==> config.mk <==
export PLATFORM = sky130hd
export DESIGN_NAME = multdiv_ctrl
export DESIGN_NICKNAME = d
export VERILOG_FILES = /design/src/rtl/multdiv_pkg.sv /design/src/rtl/multdiv_step.sv /design/src/rtl/multdiv_ctrl.sv
export SDC_FILE = /design/constraint.sdc
export NUM_CORES = 1
export LEC_CHECK = 0
export ABC_AREA = 0
export BUFFER_PORTS_ARGS = -buffer_cell sky130_fd_sc_hd__clkbuf_2
export CORE_UTILIZATION = 55
export DETAILED_ROUTE_END_ITERATION = 7
export PLACE_DENSITY = 0.86
export SYNTH_ARGS = -nofsm -noshare
export SYNTH_HDL_FRONTEND = slang
export SYNTH_SLANG_ARGS = --single-unit
==> constraint.sdc <==
create_clock -name clock -period 6.99 [get_ports clock]
set_input_delay 1.0485 -clock clock [delete_from_list [all_inputs] [get_ports clock]]
set_output_delay 1.0485 -clock clock [all_outputs]
set_load 0.005 [all_outputs]
==> src/rtl/multdiv_pkg.sv <==
// Shared types and constants for the iterative signed multiply/divide controller.
package multdiv_pkg;

    localparam int unsigned DEF_WIDTH  = 32;
    localparam int unsigned DEF_TAG_W  = 5;
    localparam int unsigned ITERATIONS = DEF_WIDTH;
    localparam logic [DEF_WIDTH-1:0] MIN_INT = {1'b1, {(DEF_WIDTH-1){1'b0}}};

    typedef enum logic [1:0] {
        IDLE = 2'd0,
        MULT = 2'd1,
        DIV  = 2'd2,
        DONE = 2'd3
    } state_e;

endpackage

==> src/rtl/multdiv_step.sv <==
// One combinational iteration over {acc_hi, acc_lo}: shift-add for multiply,
// restoring trial-subtract for divide. Operates on magnitudes only.
module multdiv_step
    import multdiv_pkg::*;
#(
    parameter int unsigned WIDTH = DEF_WIDTH
) (
    input  logic             mode_div_i,
    input  logic [WIDTH-1:0] acc_hi_i,
    input  logic [WIDTH-1:0] acc_lo_i,
    input  logic [WIDTH-1:0] opnd_i,
    output logic [WIDTH-1:0] acc_hi_c_o,
    output logic [WIDTH-1:0] acc_lo_c_o
);

    logic [WIDTH:0]   sum;
    logic [WIDTH:0]   rem_sh;
    logic [WIDTH+1:0] diff;
    logic             unused_diff;

    assign unused_diff = diff[WIDTH];

    always_comb begin
        sum        = {1'b0, acc_hi_i} + (acc_lo_i[0] ? {1'b0, opnd_i} : '0);
        rem_sh     = {acc_hi_i, acc_lo_i[WIDTH-1]};
        diff       = {1'b0, rem_sh} - {2'b00, opnd_i};
        acc_hi_c_o = acc_hi_i;
        acc_lo_c_o = acc_lo_i;
        if (mode_div_i) begin
            // Remainder stays below the divisor, so a non-negative trial fits WIDTH bits.
            if (!diff[WIDTH+1]) begin
                acc_hi_c_o = diff[WIDTH-1:0];
                acc_lo_c_o = {acc_lo_i[WIDTH-2:0], 1'b1};
            end else begin
                acc_hi_c_o = rem_sh[WIDTH-1:0];
                acc_lo_c_o = {acc_lo_i[WIDTH-2:0], 1'b0};
            end
        end else begin
            acc_hi_c_o = sum[WIDTH:1];
            acc_lo_c_o = {sum[0], acc_lo_i[WIDTH-1:1]};
        end
    end

endmodule

==> src/rtl/multdiv_ctrl.sv <==
// Sequencing controller for the multi-cycle signed multiply/divide unit:
// stalls the front end while iterating and pulses the result for one cycle.
module multdiv_ctrl
    import multdiv_pkg::*;
#(
    parameter int unsigned WIDTH = DEF_WIDTH,
    parameter int unsigned TAG_W = DEF_TAG_W
) (
    input  logic             clock,
    input  logic             reset,
    input  logic             ctrl_mult,
    input  logic             ctrl_div,
    input  logic             cancel,
    input  logic [WIDTH-1:0] data_operandA,
    input  logic [WIDTH-1:0] data_operandB,
    input  logic [TAG_W-1:0] dest_reg,
    output logic             stall,
    output logic [WIDTH-1:0] data_result,
    output logic             data_exception,
    output logic             result_valid,
    output logic [TAG_W-1:0] result_reg
);

    localparam int unsigned      CNT_W    = $clog2(WIDTH);
    localparam logic [CNT_W-1:0] LAST_CNT = CNT_W'(WIDTH - 1);
    localparam logic [WIDTH-1:0] MIN_VAL  = {1'b1, {(WIDTH-1){1'b0}}};
    localparam logic [WIDTH-1:0] NEG_ONE  = {WIDTH{1'b1}};

    state_e             state_q, state_d;
    logic [CNT_W-1:0]   cnt_q, cnt_d;
    logic [WIDTH-1:0]   hi_q, hi_d;
    logic [WIDTH-1:0]   lo_q, lo_d;
    logic [WIDTH-1:0]   opnd_q, opnd_d;
    logic               neg_q, neg_d;
    logic [TAG_W-1:0]   tag_q, tag_d;
    logic [WIDTH-1:0]   result_q, result_d;
    logic               exc_q, exc_d;
    logic               valid_q, valid_d;
    logic [TAG_W-1:0]   rreg_q, rreg_d;

    logic [WIDTH-1:0]   abs_a, abs_b;
    logic [WIDTH-1:0]   step_hi, step_lo;
    logic [2*WIDTH-1:0] prod, prod_s;
    logic [WIDTH-1:0]   quot_s;
    logic               mult_exc;
    logic               div_by_zero, div_ovf;

    multdiv_step #(
        .WIDTH (WIDTH)
    ) u_step (
        .mode_div_i (state_q == DIV),
        .acc_hi_i   (hi_q),
        .acc_lo_i   (lo_q),
        .opnd_i     (opnd_q),
        .acc_hi_c_o (step_hi),
        .acc_lo_c_o (step_lo)
    );

    // Operand magnitudes and final sign fix-up of the last iteration's output.
    always_comb begin
        abs_a       = data_operandA[WIDTH-1] ? -data_operandA : data_operandA;
        abs_b       = data_operandB[WIDTH-1] ? -data_operandB : data_operandB;
        div_by_zero = (data_operandB == '0);
        div_ovf     = (data_operandA == MIN_VAL) && (data_operandB == NEG_ONE);
        prod        = {step_hi, step_lo};
        prod_s      = neg_q ? -prod : prod;
        mult_exc    = !((&prod_s[2*WIDTH-1:WIDTH-1]) || !(|prod_s[2*WIDTH-1:WIDTH-1]));
        quot_s      = neg_q ? -step_lo : step_lo;
    end

    always_ff @(posedge clock or posedge reset) begin
        if (reset) begin
            state_q  <= IDLE;
            cnt_q    <= '0;
            hi_q     <= '0;
            lo_q     <= '0;
            opnd_q   <= '0;
            neg_q    <= 1'b0;
            tag_q    <= '0;
            result_q <= '0;
            exc_q    <= 1'b0;
            valid_q  <= 1'b0;
            rreg_q   <= '0;
        end else begin
            state_q  <= state_d;
            cnt_q    <= cnt_d;
            hi_q     <= hi_d;
            lo_q     <= lo_d;
            opnd_q   <= opnd_d;
            neg_q    <= neg_d;
            tag_q    <= tag_d;
            result_q <= result_d;
            exc_q    <= exc_d;
            valid_q  <= valid_d;
            rreg_q   <= rreg_d;
        end
    end

    always_comb begin
        state_d  = state_q;
        cnt_d    = cnt_q;
        hi_d     = hi_q;
        lo_d     = lo_q;
        opnd_d   = opnd_q;
        neg_d    = neg_q;
        tag_d    = tag_q;
        result_d = result_q;
        exc_d    = exc_q;
        valid_d  = 1'b0;
        rreg_d   = rreg_q;

        if (cancel) begin
            state_d = IDLE;
            cnt_d   = '0;
        end else begin
            case (state_q)
                IDLE: begin
                    if (ctrl_mult) begin
                        state_d = MULT;
                        cnt_d   = '0;
                        hi_d    = '0;
                        lo_d    = abs_b;
                        opnd_d  = abs_a;
                        neg_d   = data_operandA[WIDTH-1] ^ data_operandB[WIDTH-1];
                        tag_d   = dest_reg;
                    end else if (ctrl_div) begin
                        // Zero divisor and MIN/-1 finish without iterating.
                        if (div_by_zero || div_ovf) begin
                            state_d  = DONE;
                            valid_d  = 1'b1;
                            result_d = div_ovf ? MIN_VAL : '0;
                            exc_d    = 1'b1;
                            rreg_d   = dest_reg;
                        end else begin
                            state_d = DIV;
                            cnt_d   = '0;
                            hi_d    = '0;
                            lo_d    = abs_a;
                            opnd_d  = abs_b;
                            neg_d   = data_operandA[WIDTH-1] ^ data_operandB[WIDTH-1];
                            tag_d   = dest_reg;
                        end
                    end
                end
                MULT, DIV: begin
                    hi_d  = step_hi;
                    lo_d  = step_lo;
                    cnt_d = cnt_q + CNT_W'(1);
                    if (cnt_q == LAST_CNT) begin
                        state_d = DONE;
                        cnt_d   = '0;
                        valid_d = 1'b1;
                        rreg_d  = tag_q;
                        if (state_q == MULT) begin
                            result_d = prod_s[WIDTH-1:0];
                            exc_d    = mult_exc;
                        end else begin
                            result_d = quot_s;
                            exc_d    = 1'b0;
                        end
                    end
                end
                DONE:    state_d = IDLE;
                default: state_d = IDLE;
            endcase
        end
    end

    // Stall is combinational so the pipeline freezes in the request cycle itself.
    assign stall = !reset && !cancel &&
                   (((state_q == IDLE) && (ctrl_mult || ctrl_div)) ||
                    (state_q == MULT) || (state_q == DIV));

    assign data_result    = result_q;
    assign data_exception = exc_q;
    assign result_valid   = valid_q;
    assign result_reg     = rreg_q;

endmodule
Yosys cells after proc, flatten, opt, wreduce, memory -nomap -nowiden
Index checks and enable logic that the tools add are counted.
- add/sub/neg operators: 7
- equality and inequality tests: 16
- mux-type cells: 62
- reductions and logical operators: 26
- bitwise logic cells: 2
- operator list (cell ; number):
    two-way mux 32 bit ; 22
    case mux 32 bit (2 select lines) ; 3
    negator 32 bit ; 3
    == test 32 bit, second input constant ; 2
    two-way mux 64 bit ; 1
    negator 64 bit ; 1
    two-way mux 5 bit ; 12
    subtractor 33 x 32 -> 34 bit ; 1
    adder 32 x 33 -> 33 bit ; 1
    AND reduction 33 bit ; 1
    OR reduction 33 bit ; 1
    zero test 32 bit ; 1
    case mux 5 bit (2 select lines) ; 2
    two-way mux 1 bit ; 15
    inequality test 2 bit, second input constant ; 5
    inequality test 3 bit, second input constant ; 3
    two-way mux 2 bit ; 4
    inequality test 4 bit, second input constant ; 2
    AND reduction 4 bit ; 2
    case mux 2 bit (3 select lines) ; 1
    AND reduction 6 bit ; 1
    adder 5 x 1 -> 5 bit, second input constant ; 1
    == test 5 bit, second input constant ; 1
    logical OR 1 bit ; 5
    13 further kinds ; 22
- output and inout port bits: 40
- input bits: 74
- word-level logic and storage cells: 124
- register bits after elaboration: 148

Longest topological paths before layout
- depth in word-level cells: 12
- gate-level depth with buffers: 27
- depth with buffers taken out: 22

Hierarchy
A second synthesis with hierarchy kept.
- cells, all modules: 1946
- area, all modules: 14714.1 sq um
- by module, submodules not included (module ; seq. area each (sq um) ; instances ; area each (sq um) ; cells an instance):
    multdiv_ctrl ; 3703.6 ; 1 ; 9989.6 ; 1240
    multdiv_step ; 0.0 ; 1 ; 4724.5 ; 706

Least setup slack after synthesis
OpenSTA, ideal clock, no wires.
- kind: reg-to-reg
- from: reg state_q[0]
- to: reg exc_q (netlist: data_exception)
- path buffers: 10
- library setup time: 136 ps
- data required time: 6854 ps
- stages on the path, launching flop included: 28
- slack: 404 ps
- data arrival time: 6450 ps
- clock period less this slack: 6586 ps
- path through: dfrtp_1 -> inv_1 -> ha_1 -> buf_2 -> buf_2 -> buf_2 -> buf_2 -> buf_2 -> clkbuf_1 -> clkbuf_1 -> clkbuf_1 -> clkbuf_1 -> buf_1 -> mux2i_1 -> ha_1 -> o2111ai_1 -> nor3_1 -> nand2_1 -> nor2_1 -> nand4_2 -> nor4_4 -> mux2_2 -> o22a_1 -> nand4b_1 -> nor4b_2 -> nand4_1 -> o311ai_1 -> nand3_1
- cells in the longest elaborated chain, start to end: 11
- elaborated cells between the ends (all ways): 22
- those cells by class: 1 x add/sub; 6 x eq/ne; 6 x mux; 9 x reduce/logical
- RTL lines (item ; line ; source):
    start, declared ; multdiv_ctrl.sv:29 ; state_e state_q, state_d;
    start signal, assigned ; multdiv_ctrl.sv:85 ; state_q <= state_d;
    == test 2 bit ; multdiv_ctrl.sv:51, multdiv_ctrl.sv:116 ;
    two-way mux 32 bit ; multdiv_step.sv:29 ; if (mode_div_i) begin
    negator 64 bit ; multdiv_ctrl.sv:66 ; prod_s = neg_q ? -prod : prod;
    two-way mux 64 bit ; multdiv_ctrl.sv:66 ;
    OR reduction 33 bit ; multdiv_ctrl.sv:67 ; mult_exc = !((&prod_s[2*WIDTH-1:WIDTH-1]) || !(|prod_s[2*WIDTH-1:WIDTH-1]));
    zero test 1 bit ; multdiv_ctrl.sv:67 ;
    logical OR 1 bit ; multdiv_ctrl.sv:67 ;
    zero test 1 bit ; multdiv_ctrl.sv:67 ;
    two-way mux 1 bit ; multdiv_ctrl.sv:154 ; if (state_q == MULT) begin
    two-way mux 1 bit ; multdiv_ctrl.sv:149 ; if (cnt_q == LAST_CNT) begin
    case mux 1 bit (2 select lines) ; multdiv_ctrl.sv:116 ; case (state_q)
    end signal, assigned ; multdiv_ctrl.sv:81 ; exc_q <= 1'b0;
    end signal, assigned ; multdiv_ctrl.sv:93 ; exc_q <= exc_d;
    end, declared ; multdiv_ctrl.sv:37 ; logic exc_q, exc_d;
Parallel ways exist; a longest one is shown, timed or not. The select of a mux whose other input is x is not followed.
A chain may end at the register's enable or synchronous reset.

Worst setup path after layout
- from: reg hi_q[3]
- to: reg exc_q (netlist: data_exception)
- cells in the longest elaborated chain, start to end: 12
- elaborated cells between the ends (all ways): 16
- those cells by class: 3 x add/sub; 8 x mux; 5 x reduce/logical
- RTL lines (item ; line ; source):
    start, declared ; multdiv_ctrl.sv:31 ; logic [WIDTH-1:0] hi_q, hi_d;
    start signal, assigned ; multdiv_ctrl.sv:87 ; hi_q <= hi_d;
    subtractor 33 x 32 -> 34 bit ; multdiv_step.sv:26 ; diff = {1'b0, rem_sh} - {2'b00, opnd_i};
    two-way mux 1 bit / two-way mux 32 bit (equally long branches) ; multdiv_step.sv:31 ; if (!diff[WIDTH+1]) begin
    two-way mux 32 bit ; multdiv_step.sv:29 ;
    negator 64 bit ; multdiv_ctrl.sv:66 ;
    two-way mux 64 bit * ; multdiv_ctrl.sv:66 ;
    OR reduction 33 bit ; multdiv_ctrl.sv:67 ;
    zero test 1 bit ; multdiv_ctrl.sv:67 ;
    logical OR 1 bit * ; multdiv_ctrl.sv:67 ;
    zero test 1 bit * ; multdiv_ctrl.sv:67 ;
    two-way mux 1 bit * ; multdiv_ctrl.sv:154 ;
    two-way mux 1 bit * ; multdiv_ctrl.sv:149 ;
    case mux 1 bit (2 select lines) * ; multdiv_ctrl.sv:116 ;
Mark *: on every way between the ends. The rest lies on a longest branch, timed or not. The select of a mux whose other input is x is not followed.

==> key figures <==
Run status
  – Status: finished clean

Detailed routing
  – Via count: 16700
  – 1st-iter DRT viols: 1864
  – DRC viols: 0
  – Total Wirelength: 52900 um
  – Vias per cell: 6.63
  – Average wire per standard cell: 21.0 um
  – DRT Pass-1 Iters: 6
  – Antenna-violating nets left: 0

Place
  – IO Port Bufs: between 100 and 150
  – Place WS: 1180 ps
  – Post-DP HPWL: 40000 um
  – Final GP Congestion: 1.03
  – Post-Place Cells: 2485
  – Placed instance area: roughly 16000 um^2

Synth
  – Mapped Cells: 2103
  – Synthesized cell area: 15700 um^2
  – Yosys reg bits: 148
  – Count of different cell masters after synthesis: 106
  – Post-synth EDFFs: 0
  – Asr flop ratio synth: 100%
  – Sequential fraction of the synthesis area: a little under a quarter
  – Synth warn: 0
  – Synth area leaders: dfrtp_1, nand2_1, o21ai_0
  – Area fraction of the dominant cell type after synthesis: 23.7%
  – Syn_area_per_cell: 7.45 um^2
  – Mapped Nets: 2253
  – Post-synth top flop: dfrtp_1
  – Top cell type by total area after synthesis: dfrtp_1

Clock network
  – Total clock buffers created by CTS: 17
  – CTS sink cnt: 148
  – Clock latency on the worst-skew pair: 450 ps
  – Post-cts sizing count: 0
  – CTS tree: built
  – Clock buffer depth: 2
  – Root buffer cell: clkbuf_16
  – Hold buffer count at cts: 0
  – Worst-path clk slew: 80 ps
  – H-Tree Depth: 4
  – Post-CTS Setup Bufs: 0

Cells and area
  – Post-layout util: 61.0%
  – Final cell count without fillers: between 2000 and 3000
  – Leading cell types in the layout, fill and taps excluded: nand2_1, o21ai_0, a21oi_1
  – N_diodes: 0
  – Commonest non-fill, non-tap cell in the layout: nand2_1
  – P&R area growth vs syn: 8.60%
  – Post-layout net count: 2276
  – Share of cells above drive strength 1: 11.2%
  – Fill cells: between 2000 and 2500
  – Post-Layout Inst Area: 17000 um^2

Die
  – Die Span Y: 171 um
  – Die Wd: 171 um
  – Core Area: 27900 um^2
  – Top-level I/O count: 114
  – Site Rows: slightly above 60
  – Die footprint: around 30000 um^2
  – Initial Util: a little under three fifths

Timing
  – Skew final: roughly 13 ps
  – Final Critical Period: approximately 6000 ps
  – Final setup viols: 0
  – Worst-margin pin slew: 1110 ps
  – Final worst path period share: 86.5%
  – Final Worst Setup Slack: 943 ps
  – Final hold viol count: 0
  – Max Slew Vio Count: 0
  – Setup TNS: 0 ps
  – Peak Freq: ~170 MHz
  – Worst slew margin: about a quarter
  – Worst hold slack: 475 ps
  – RSZ-0062 raised after global routing: false

Setup path
  – WS Path Type: register to register
  – CP arrival: between 6000 and 7000 ps
  – R2r startpoint: hi_q[3]
  – Buffers plus inverters on the worst setup path: 2
  – Worst path cell trace: ha_1 > and2_4 > a221o_1 > o211a_4 > o31ai_2 > buf_4 > a21oi_1 > inv_1 > ha_1 > o2111ai_1 > nor3_1 > nand2_1 > nor2_1 > nand4_2 > or3_1 > o21ai_0 > xnor2_1 > nand4b_1 > nor4b_2 > nand4_1 > o311ai_1 > nand3_1
  – Reg2Reg Depth: 22
  – Nature of the critical path endpoint: register
  – Crit path launch type: register
  – Family with the most delay on the worst path: simple AND/OR/NAND/NOR gates
  – FF-to-FF End: data_exception
  – Crit-path max FO: 10
  – Crit path required time: 7310 ps
  – Most frequent CP cell: ha_1
  – Worst reg2reg setup slack: roughly 940 ps
  – Slowest cell delay on critical path: 490 ps
  – Slowest-stage cell, CP: nor3_1

Global routing
  – Initial antenna violation count: 0
  – Global route overflow: 0
  – GR Util All Layers: 36.2%
  – Vias in the first global route: roughly 15000
  – Largest net degree at the start of global routing: 101
  – First-pass GRT wire length: 81400 um

Worst hold path
  – Hold Crit Depth: 2
  – Hold Path Class: register to register
  – Hold Path Origin: data_result[16]
  – Endpoint, Worst Hold: data_result[16]

Pwr
  – Lkg Pwr: 7.27 nW
  – Pwr dens: roughly 560 nW/um^2
  – Worst vdd ir: 0.273 mV
  – Final Power: around 9.4 mW

Job
  – Max cap viols: 0
logic make-up after synthesis:
| group | share of synthesized area (%) |
|---|---|
| flops | 23.7 |
| buf+inv | 5.18 |
| mux | 3.99 |
| simple gates | 24.8 |
| compound gates | 28.5 |
| fa+ha+maj | 6.17 |
| xor+xnor | 7.66 |
synth_stat cells (13+ instances only):
master and n:
buf_2 27, xor2_1 54, a21oi_1 165, clkbuf_1 87, a21o_1 24, nand4_1 29
a31oi_1 23, o21a_1 14, o21ai_0 212, dfrtp_1 148, nand2_1 293, o31ai_1 80
mux2i_1 50, or3_1 27, o41ai_1 15, nand3_1 51, and2_1 43, nand2b_1 21
o211ai_1 21, xnor2_1 83, ha_1 74, nor2_1 150, nor3_1 65, nor4_1 17
inv_1 67, and3_1 13, a211oi_1 21
cell type report:
type	count	area, um^2	share of cell area [%]
multi-input cells	1756	11200	65.7
flip-flops and latches	148	3700	21.8
repair buffers	135	758	4.46
well taps	378	473	2.78
clock buffers	17	425	2.50
inverters	68	260	1.53
clock inverters	15	204	1.20
worst min-delay path, cell delays in order (launching register included):
cell and delay (ps):
dfrtp_1 350, nand2_1 50, nand2_1 50
how the worst max path moves through the flow:
stage / slack (ps) / cells past startpoint / to / from
2_1_floorplan: 400 / 27 / data_exception / state_q[0]
3_3_place_gp: 1290 / 22 / data_exception / hi_q[3]
3_5_place_dp: 1180 / 22 / data_exception / hi_q[3]
4_1_cts: 1110 / 22 / data_exception / hi_q[3]
5_1_grt: 560 / 22 / data_exception / hi_q[3]
6_report: 940 / 22 / data_exception / hi_q[3]
routing by layer:
layer | routed length, um | global-route usage, %
met1 | 21000 | 45.9
met2 | 24000 | 57.7
met3 | 4750 | 5.69
met4 | 3180 | 22.4
met5 | 0 | 0
power breakdown:
part / internal [mW] / switching [mW]
Sequential: 1.23 / 0.425
Combinational: 2.37 / 4.44
Clock: 0.492 / 0.495
Total: 4.09 / 5.36
Power figures use the tool's default switching activity.
